===== config.mk =====
export PLATFORM = sky130hd
export DESIGN_NAME = ext_sram_byte_arbiter
export DESIGN_NICKNAME = d
export VERILOG_FILES = /design/src/rtl/ext_sram_byte_arbiter.sv
export SDC_FILE = /design/constraint.sdc
export NUM_CORES = 1
export LEC_CHECK = 0
export CORE_MARGIN = 2
export CORE_UTILIZATION = 51
export CTS_CLUSTER_SIZE = 10
export DETAILED_ROUTE_END_ITERATION = 10
export GPL_ROUTABILITY_DRIVEN = 0
export PLACE_DENSITY = 0.86
export REMOVE_ABC_BUFFERS = 1
export SLEW_MARGIN = 0
export SYNTH_ARGS = -nofsm -noshare
export SYNTH_HDL_FRONTEND = slang
export SYNTH_SLANG_ARGS = --single-unit

===== constraint.sdc =====
create_clock -name clk_i -period 4.8 [get_ports clk_i]
set_input_delay 0.96 -clock clk_i [delete_from_list [all_inputs] [get_ports clk_i]]
set_output_delay 0.96 -clock clk_i [all_outputs]
set_load 0.005 [all_outputs]

===== src/rtl/ext_sram_byte_arbiter.sv =====
// ext_sram_byte_arbiter
//
// Shares one 8-bit external SRAM port between the core's instruction-fetch
// and data request interfaces. Two 32-bit req/gnt/rvalid requesters are
// arbitrated round-robin; the winning word access is split into byte beats
// on the SRAM pins (little-endian, beat k <-> bits [8k+7:8k]).
//
// Handshake (both requester ports):
//   A requester raises req with its fields stable and holds them until it
//   sees gnt. gnt is combinational, only offered in IDLE, and at most one
//   port is granted per cycle. The fields are latched in the gnt cycle.
//   Exactly one cycle later or more, the owning port sees a single-cycle
//   rvalid pulse; rdata/err are valid with it and then hold their value
//   until that port's next rvalid. Only one access is outstanding at a time.
//
// Ports:
//   clk_i, rst_i             clock, synchronous active-high reset
//   instr_req_i/gnt_o        instruction read request / accept
//   instr_addr_i             instruction byte address (bits [1:0] ignored)
//   instr_rvalid_o/rdata_o/err_o  instruction response
//   data_req_i/gnt_o         data request / accept
//   data_we_i/be_i/addr_i/wdata_i data request fields
//   data_rvalid_o/rdata_o/err_o   data response
//   sram_addr_o/read_o/write_o/wdata_o/rdata_i  external 8-bit SRAM pins
//
// Parameters:
//   ADDR_W  external SRAM byte-address width (must be < 32)
//   RD_LAT  cycles from a sram_read_o strobe to valid sram_rdata_i (1..3)

module ext_sram_byte_arbiter #(
  parameter int ADDR_W = 16,
  parameter int RD_LAT = 1
) (
  input  logic              clk_i,
  input  logic              rst_i,
  input  logic              instr_req_i,
  output logic              instr_gnt_o,
  output logic              instr_rvalid_o,
  input  logic [31:0]       instr_addr_i,
  output logic [31:0]       instr_rdata_o,
  output logic              instr_err_o,
  input  logic              data_req_i,
  output logic              data_gnt_o,
  output logic              data_rvalid_o,
  input  logic              data_we_i,
  input  logic [3:0]        data_be_i,
  input  logic [31:0]       data_addr_i,
  input  logic [31:0]       data_wdata_i,
  output logic [31:0]       data_rdata_o,
  output logic              data_err_o,
  input  logic [7:0]        sram_rdata_i,
  output logic [7:0]        sram_wdata_o,
  output logic [ADDR_W-1:0] sram_addr_o,
  output logic              sram_read_o,
  output logic              sram_write_o
);

  typedef enum logic [1:0] {
    IDLE    = 2'd0,
    RD_BEAT = 2'd1,
    WR_BEAT = 2'd2,
    RESP    = 2'd3
  } state_t;

  state_t state_q, state_d;

  // Round-robin pointer: 1 = data port wins a tie, 0 = instruction port.
  logic ptr_data_q;
  // Port owning the current access: 1 = data, 0 = instruction.
  logic owner_q;

  logic [ADDR_W-3:0] word_q;     // word address of the current access
  logic [3:0]        be_q;       // write beats still to issue
  logic [31:0]       wdata_q;
  logic              err_q;
  logic [31:0]       rd_word_q;  // read word being assembled

  // Reads are pipelined: the issue counter strobes four beats back to back
  // while the capture counter collects bytes as they return RD_LAT later.
  logic [2:0]        iss_cnt_q;
  logic [1:0]        cap_cnt_q;
  logic [RD_LAT-1:0] rd_pipe_q;  // one bit per strobe in flight
  logic              cap_fire;

  // Response values held between rvalid pulses of each port.
  logic [31:0] instr_rdata_q, data_rdata_q;
  logic        instr_err_q, data_err_q;

  // Grant selection and the fields of the winning port.
  logic        grant_instr, grant_data, grant_any;
  logic        g_we;
  logic [3:0]  g_be;
  logic [31:0] g_addr;
  logic [31:0] g_wdata;
  logic        g_err;
  logic        unused_addr_bits;

  // Write beat selection: lowest remaining enabled byte lane.
  logic [1:0] wr_k;
  logic [3:0] wr_clear;

  // Grants are suppressed while reset is asserted so every output reads 0.
  assign grant_data  = (state_q == IDLE) && !rst_i && data_req_i &&
                       (!instr_req_i || ptr_data_q);
  assign grant_instr = (state_q == IDLE) && !rst_i && instr_req_i &&
                       (!data_req_i || !ptr_data_q);
  assign grant_any   = grant_data || grant_instr;

  assign instr_gnt_o = grant_instr;
  assign data_gnt_o  = grant_data;

  assign g_we    = grant_data ? data_we_i    : 1'b0;
  assign g_be    = grant_data ? data_be_i    : 4'hF;
  assign g_addr  = grant_data ? data_addr_i  : instr_addr_i;
  assign g_wdata = grant_data ? data_wdata_i : 32'h0;
  // Anything above the SRAM address space is answered with an error.
  assign g_err   = (g_addr[31:ADDR_W] != '0);
  // The byte offset within the word plays no part in the access.
  assign unused_addr_bits = ^g_addr[1:0];

  always_comb begin
    wr_k = 2'd3;
    if (be_q[0])      wr_k = 2'd0;
    else if (be_q[1]) wr_k = 2'd1;
    else if (be_q[2]) wr_k = 2'd2;
  end

  assign wr_clear = 4'b0001 << wr_k;
  assign cap_fire = (state_q == RD_BEAT) && rd_pipe_q[RD_LAT-1];

  // Next state and SRAM pin drive.
  always_comb begin
    state_d      = state_q;
    sram_read_o  = 1'b0;
    sram_write_o = 1'b0;
    sram_addr_o  = '0;
    sram_wdata_o = 8'h00;
    case (state_q)
      IDLE: begin
        if (grant_any) begin
          if (g_err)              state_d = RESP;
          else if (!g_we)         state_d = RD_BEAT;
          else if (g_be == 4'h0)  state_d = RESP;
          else                    state_d = WR_BEAT;
        end
      end
      RD_BEAT: begin
        if (iss_cnt_q < 3'd4) begin
          sram_read_o = 1'b1;
          sram_addr_o = {word_q, iss_cnt_q[1:0]};
        end
        if (cap_fire && (cap_cnt_q == 2'd3)) state_d = RESP;
      end
      WR_BEAT: begin
        sram_write_o = 1'b1;
        sram_addr_o  = {word_q, wr_k};
        sram_wdata_o = wdata_q[{wr_k, 3'b000} +: 8];
        if ((be_q & ~wr_clear) == 4'h0) state_d = RESP;
      end
      RESP: begin
        state_d = IDLE;
      end
      default: begin
        state_d = IDLE;
      end
    endcase
  end

  always_ff @(posedge clk_i) begin
    if (rst_i) begin
      state_q       <= IDLE;
      ptr_data_q    <= 1'b1;
      owner_q       <= 1'b0;
      word_q        <= '0;
      be_q          <= 4'h0;
      wdata_q       <= 32'h0;
      err_q         <= 1'b0;
      rd_word_q     <= 32'h0;
      iss_cnt_q     <= 3'd0;
      cap_cnt_q     <= 2'd0;
      rd_pipe_q     <= '0;
      instr_rdata_q <= 32'h0;
      instr_err_q   <= 1'b0;
      data_rdata_q  <= 32'h0;
      data_err_q    <= 1'b0;
    end else begin
      state_q <= state_d;

      rd_pipe_q[0] <= sram_read_o;
      for (int i = 1; i < RD_LAT; i++) begin
        rd_pipe_q[i] <= rd_pipe_q[i-1];
      end

      if (grant_any) begin
        owner_q    <= grant_data;
        ptr_data_q <= grant_instr;
        word_q     <= g_addr[ADDR_W-1:2];
        be_q       <= g_be;
        wdata_q    <= g_wdata;
        err_q      <= g_err;
        rd_word_q  <= 32'h0;
        iss_cnt_q  <= 3'd0;
        cap_cnt_q  <= 2'd0;
      end

      if ((state_q == RD_BEAT) && (iss_cnt_q < 3'd4)) begin
        iss_cnt_q <= iss_cnt_q + 3'd1;
      end

      if (cap_fire) begin
        rd_word_q[{cap_cnt_q, 3'b000} +: 8] <= sram_rdata_i;
        cap_cnt_q <= cap_cnt_q + 2'd1;
      end

      if (state_q == WR_BEAT) begin
        be_q <= be_q & ~wr_clear;
      end

      // Keep the response visible after the rvalid pulse.
      if (state_q == RESP) begin
        if (owner_q) begin
          data_rdata_q <= rd_word_q;
          data_err_q   <= err_q;
        end else begin
          instr_rdata_q <= rd_word_q;
          instr_err_q   <= err_q;
        end
      end
    end
  end

  assign instr_rvalid_o = (state_q == RESP) && !owner_q;
  assign data_rvalid_o  = (state_q == RESP) && owner_q;

  assign instr_rdata_o = instr_rvalid_o ? rd_word_q : instr_rdata_q;
  assign instr_err_o   = instr_rvalid_o ? err_q     : instr_err_q;
  assign data_rdata_o  = data_rvalid_o  ? rd_word_q : data_rdata_q;
  assign data_err_o    = data_rvalid_o  ? err_q     : data_err_q;

endmodule


# Word level (Yosys, flattened, before mapping)
# Cells that the tools add are included.
# Widths: inputs -> output; s select.
dict set report word_totals {
  ff_bits 159
  in_bits 113
  out_inout_bits 96
  wordCells 95
}
dict set report classes {
  n_addsub 3
  order_cmp 1
  n_eq_ne 7
  n_shift 4
  mux 34
  bitwise_logic 3
  reduce_logical 28
}
# operator n
set ops {}
lappend ops {{$mux 32} 7}
lappend ops {{$bwmux 32} 1}
lappend ops {{$pmux 16 s2} 1}
lappend ops {{$shift 8x7->32 const A} 1}
lappend ops {{$shiftx 32x6->8} 1}
lappend ops {{$shiftx 8x7->32} 1}
lappend ops {{$mux 2} 9}
lappend ops {{$mux 16} 1}
lappend ops {{$reduce_bool 16->1} 1}
lappend ops {{$mux 4} 3}
lappend ops {{$logic_and 1x1->1} 10}
lappend ops {{$logic_not 4->1} 2}
lappend ops {{$mux 1} 8}
lappend ops {{$mux 8} 1}
lappend ops {{$pmux 2 s4} 1}
lappend ops {{$neg 5->7} 1}
lappend ops {{$eq 2x2->1 const B} 3}
lappend ops {{$mux 3} 2}
lappend ops {{$reduce_bool 2->1} 3}
lappend ops {{$logic_not 1->1} 5}
lappend ops {{$and 4x4->4} 1}
lappend ops {{$ne 2x2->1 const B} 2}
lappend ops {{$not 4->4} 1}
lappend ops {{$reduce_and 2->1} 2}
lappend ops {{10 further kinds} 12}

# Longest topological paths before layout
dict set report logic_depth {
  word_depth 11
  depth_mapped 10
}

# Worst setup path before layout
# No wires, ideal clock.
dict set report synth_timing {
  kind {input to output}
  from {in rst_i}
  to {out data_gnt_o}
  arrival_time_ps 1626
  slack_ps 2214
  cell_stages 5
  cell_sequence {buf_6 > nor2b_1 > nand3_1 > inv_2 > buf_2}
}
dict set report synth_between {
  elab_chain_len 4
}
# element line
set synth_rtl {}
lappend synth_rtl {{start: declaration} 35} ;# input logic rst_i,
lappend synth_rtl {{$logic_not 1->1} 103} ;# assign grant_data = (state_q == IDLE) && !rst_i && data_req_i &&
lappend synth_rtl {{$logic_and 1x1->1 (3 in series)} 103}
lappend synth_rtl {{end: declaration} 43} ;# output logic data_gnt_o,
# Every way passes these cells.

# Final worst setup path
# Same ends and word-level chain as after synthesis.

==> results.md <==
- Reg-to-Reg Start: state_q[1]
- Mapped cell area: ~0.0068 mm²
- # hold bufs at CTS: 0
- # setup viols final: 0
- CP Max Fanout: slightly above 60
- Via density: about 5.4
- Tot Pwr: around 3600 µW
- Yosys top cell area share: 0.465
- Min Clock Period, post-route: approximately 3.7 ns
- Clock root cell: clkbuf_16
- Tot GR Track Use: 0.247
- Setup tns final: 0 ns
- Post-DRT Antenna Nets: 0
- Post_cts resized: 0
- Count leader, synth: dfxtp_1
- Synth area leader: dfxtp_1
- Biggest cell delay along the critical path: just over 0.5 ns
- Post-route cell area: 0.00949 mm²
- Highest Clock Rate: 272 MHz
- Final hold slack: 0.492 ns
- Layout Nets: approximately 1,000
- H-tree levels: 4
- # port buffers: about 200
- Worst hold stages: 2
- Relative slew slack: 0.326
- FF+latch count, synth: 159
- HPWL after DPL: ~11 mm
- Drt total wl: around 17 mm
- RR Endpoint: word_q[10]
- Top cells by area, synth: dfxtp_1, mux2_2, a22oi_1
- RSZ-0062 raised after global routing: false
- Most Frequent Cell on Critical Path: buf_4
- First drt pass iteration count: 5
- ANT cells: 0
- Worst EP required: around 3.8 ns
- Critical path's top delay family: buffers and inverters
- Final Skew: 0.00793 ns
- Initial antenna violation count: 0
- CTS tree: done
- TritonCTS sink count: 159
- Crit start category: input port
- Synth Flop Type: dfxtp_1
- Crit-path cells: buf_4, nor2b_1, buf_4, nand3_1, buf_4, inv_2, clkdlybuf4s50_1
- Max-Cap Viols: 0
- Slowest cell on crit path: buf_4
- Synth warnings: 0
- Buffer count from post-CTS setup fixing: 0
- I/O Pins: between 200 and 250
- Avg Synthesized Cell Area: between 9 and 10 µm²
- Starting Density: 0.519
- Sequential element share of the synthesized area: 0.465
- Largest net degree at the start of global routing: 103
- Static leakage: 0.00361 µW
- Post-synthesis cell count: approximately 700
- EDFF count, synth: 0
- Most frequent cells after synthesis: dfxtp_1, nor2_1, nor2b_1
- Buf/Inv on CP: 5
- Power Density: between 300 and 400 mW/mm²
- Unique cell type count in the Yosys netlist: 46
- Final hold violations: 0
- Clk_lat worst skew: 0.42 ns
- Share of cells above drive strength 1: 0.140
- Async set-or-reset flop fraction in the synthesized netlist: 0
- Post-layout util: 0.720
- Hold wc startpoint: word_q[13]
- Layout Area Growth over Synthesis: 38.7%
- Min-Delay Endpoint: word_q[13]
- DR WL/cell: around 16 µm
- Die Ht: 120 µm
- DP Area: roughly 0.0089 mm²
- Nature of the critical path endpoint: primary output
- Worst-path clk slew: around 0.06 ns
- Vias in the first global route: between 5,000 and 6,000
- # DRC: 0
- Global-route wire length before repair: between 20 and 30 mm
- Die width: approximately 120 µm
- Worst Hold Class: reg2reg
- Setup CP Type: in2out
- CP arrival: between 2 and 3 ns
- Worst IR drop on VDD: about 0.23 mV
- DRC violation total after the first TritonRoute iteration: 405
- Worst Max-Slew Pin Slew: 1.01 ns
- Reg2reg path depth: 10
- Status: complete, no violations
- Final Cycle Share: 0.765
- Total number of vias: about 5,700
- Core area: between 0.01 and 0.015 mm²
- DIE AREA: approximately 0.014 mm²
- CTS buffer count: 17
- Clock Tree Buf Depth: 2
- GRT overflow: 0
- Row count: 42
- Slew Viols, Final: 0
- Reg-to-reg setup timing slack: around 2.3 ns
-- worst reg2reg max path: cells and delay by family, from the launching register on --
kind / cells / cell delay [ns]
compound gates: 1 / 0.26
fa+ha+maj: 1 / 0.33
buf+inv: 5 / 1.08
flops: 1 / 0.32
simple gates: 3 / 0.43
-- metrics by stage --
step	setup slack [ns]	std cells
2_1_floorplan	1.20	653
3_3_place_gp	1.14	1040
3_5_place_dp	1.15	1040
4_1_cts	1.12	1071
5_1_grt	0.921	1071
6_report	1.13	1071
-- layout by cell type (no fill, tap or decap), types with 11 or more instances in the layout --
master / n
nor2b_1: 76
nor4_1: 13
nor2_1: 90
and2_1: 15
dfxtp_1: 159
nand2_1: 47
clkdlybuf4s50_1: 203
mux2i_1: 17
inv_1: 11
mux2_2: 66
clkbuf_16: 17
a22oi_1: 66
-- logic make-up after synthesis --
kind of cell / count (synthesis) / synth area share
fa+ha+maj: 10 / 0.0183
simple gates: 270 / 0.199
flops: 159 / 0.465
mux: 83 / 0.133
buf+inv: 64 / 0.0442
compound gates: 118 / 0.139
-- sequential cells by signal (all words and copies together) (netlist names), 2 cells and up --
signal / flops
iss_cnt_q: 3
data_rdata_q: 32
instr_rdata_q: 32
rd_word_q: 32
wdata_q: 32
be_q: 4
word_q: 14
cap_cnt_q: 2
state_q: 2
-- report_power, final --
group	total [µW]	leakage [µW]	internal [µW]	switching (µW)
clock network	1330	0.000293	829	498
registers	1490	0.00129	1400	87.6
logic	774	0.00203	362	411
total	3590	0.00361	2590	997
-- layer usage --
metal	part of all wire	up-vias	track usage
li1	-	2811	-
met1	0.41	2719	0.292
met2	0.51	192	0.429
met3	0.073	19	0.0817
met4	0.012	0	0.0654
met5	0	-	0
-- layout make-up --
cell class | instances | area, µm²
inverters | 13 | 48.8
clock buffers | 25 | 505
clock inverters | 6 | 80.1
flip-flops and latches | 159 | 3180
multi-input cells | 481 | 3360
repair buffers | 211 | 2090
fillers | 969 | 3700
well taps | 176 | 220
-- worst max-delay path by stage --
| stage | start | to | cells after the start |
|---|---|---|---|
| 3_5_place_dp | rst_i | data_gnt_o | 7 |
| 5_1_grt | state_q[1] | sram_addr_o[13] | 7 |
| 6_report | rst_i | data_gnt_o | 7 |
| 3_3_place_gp | rst_i | data_gnt_o | 7 |
| 4_1_cts | state_q[1] | sram_addr_o[5] | 7 |
| 2_1_floorplan | rst_i | data_gnt_o | 3 |
No activity file was read; power rests on OpenSTA's default activity.
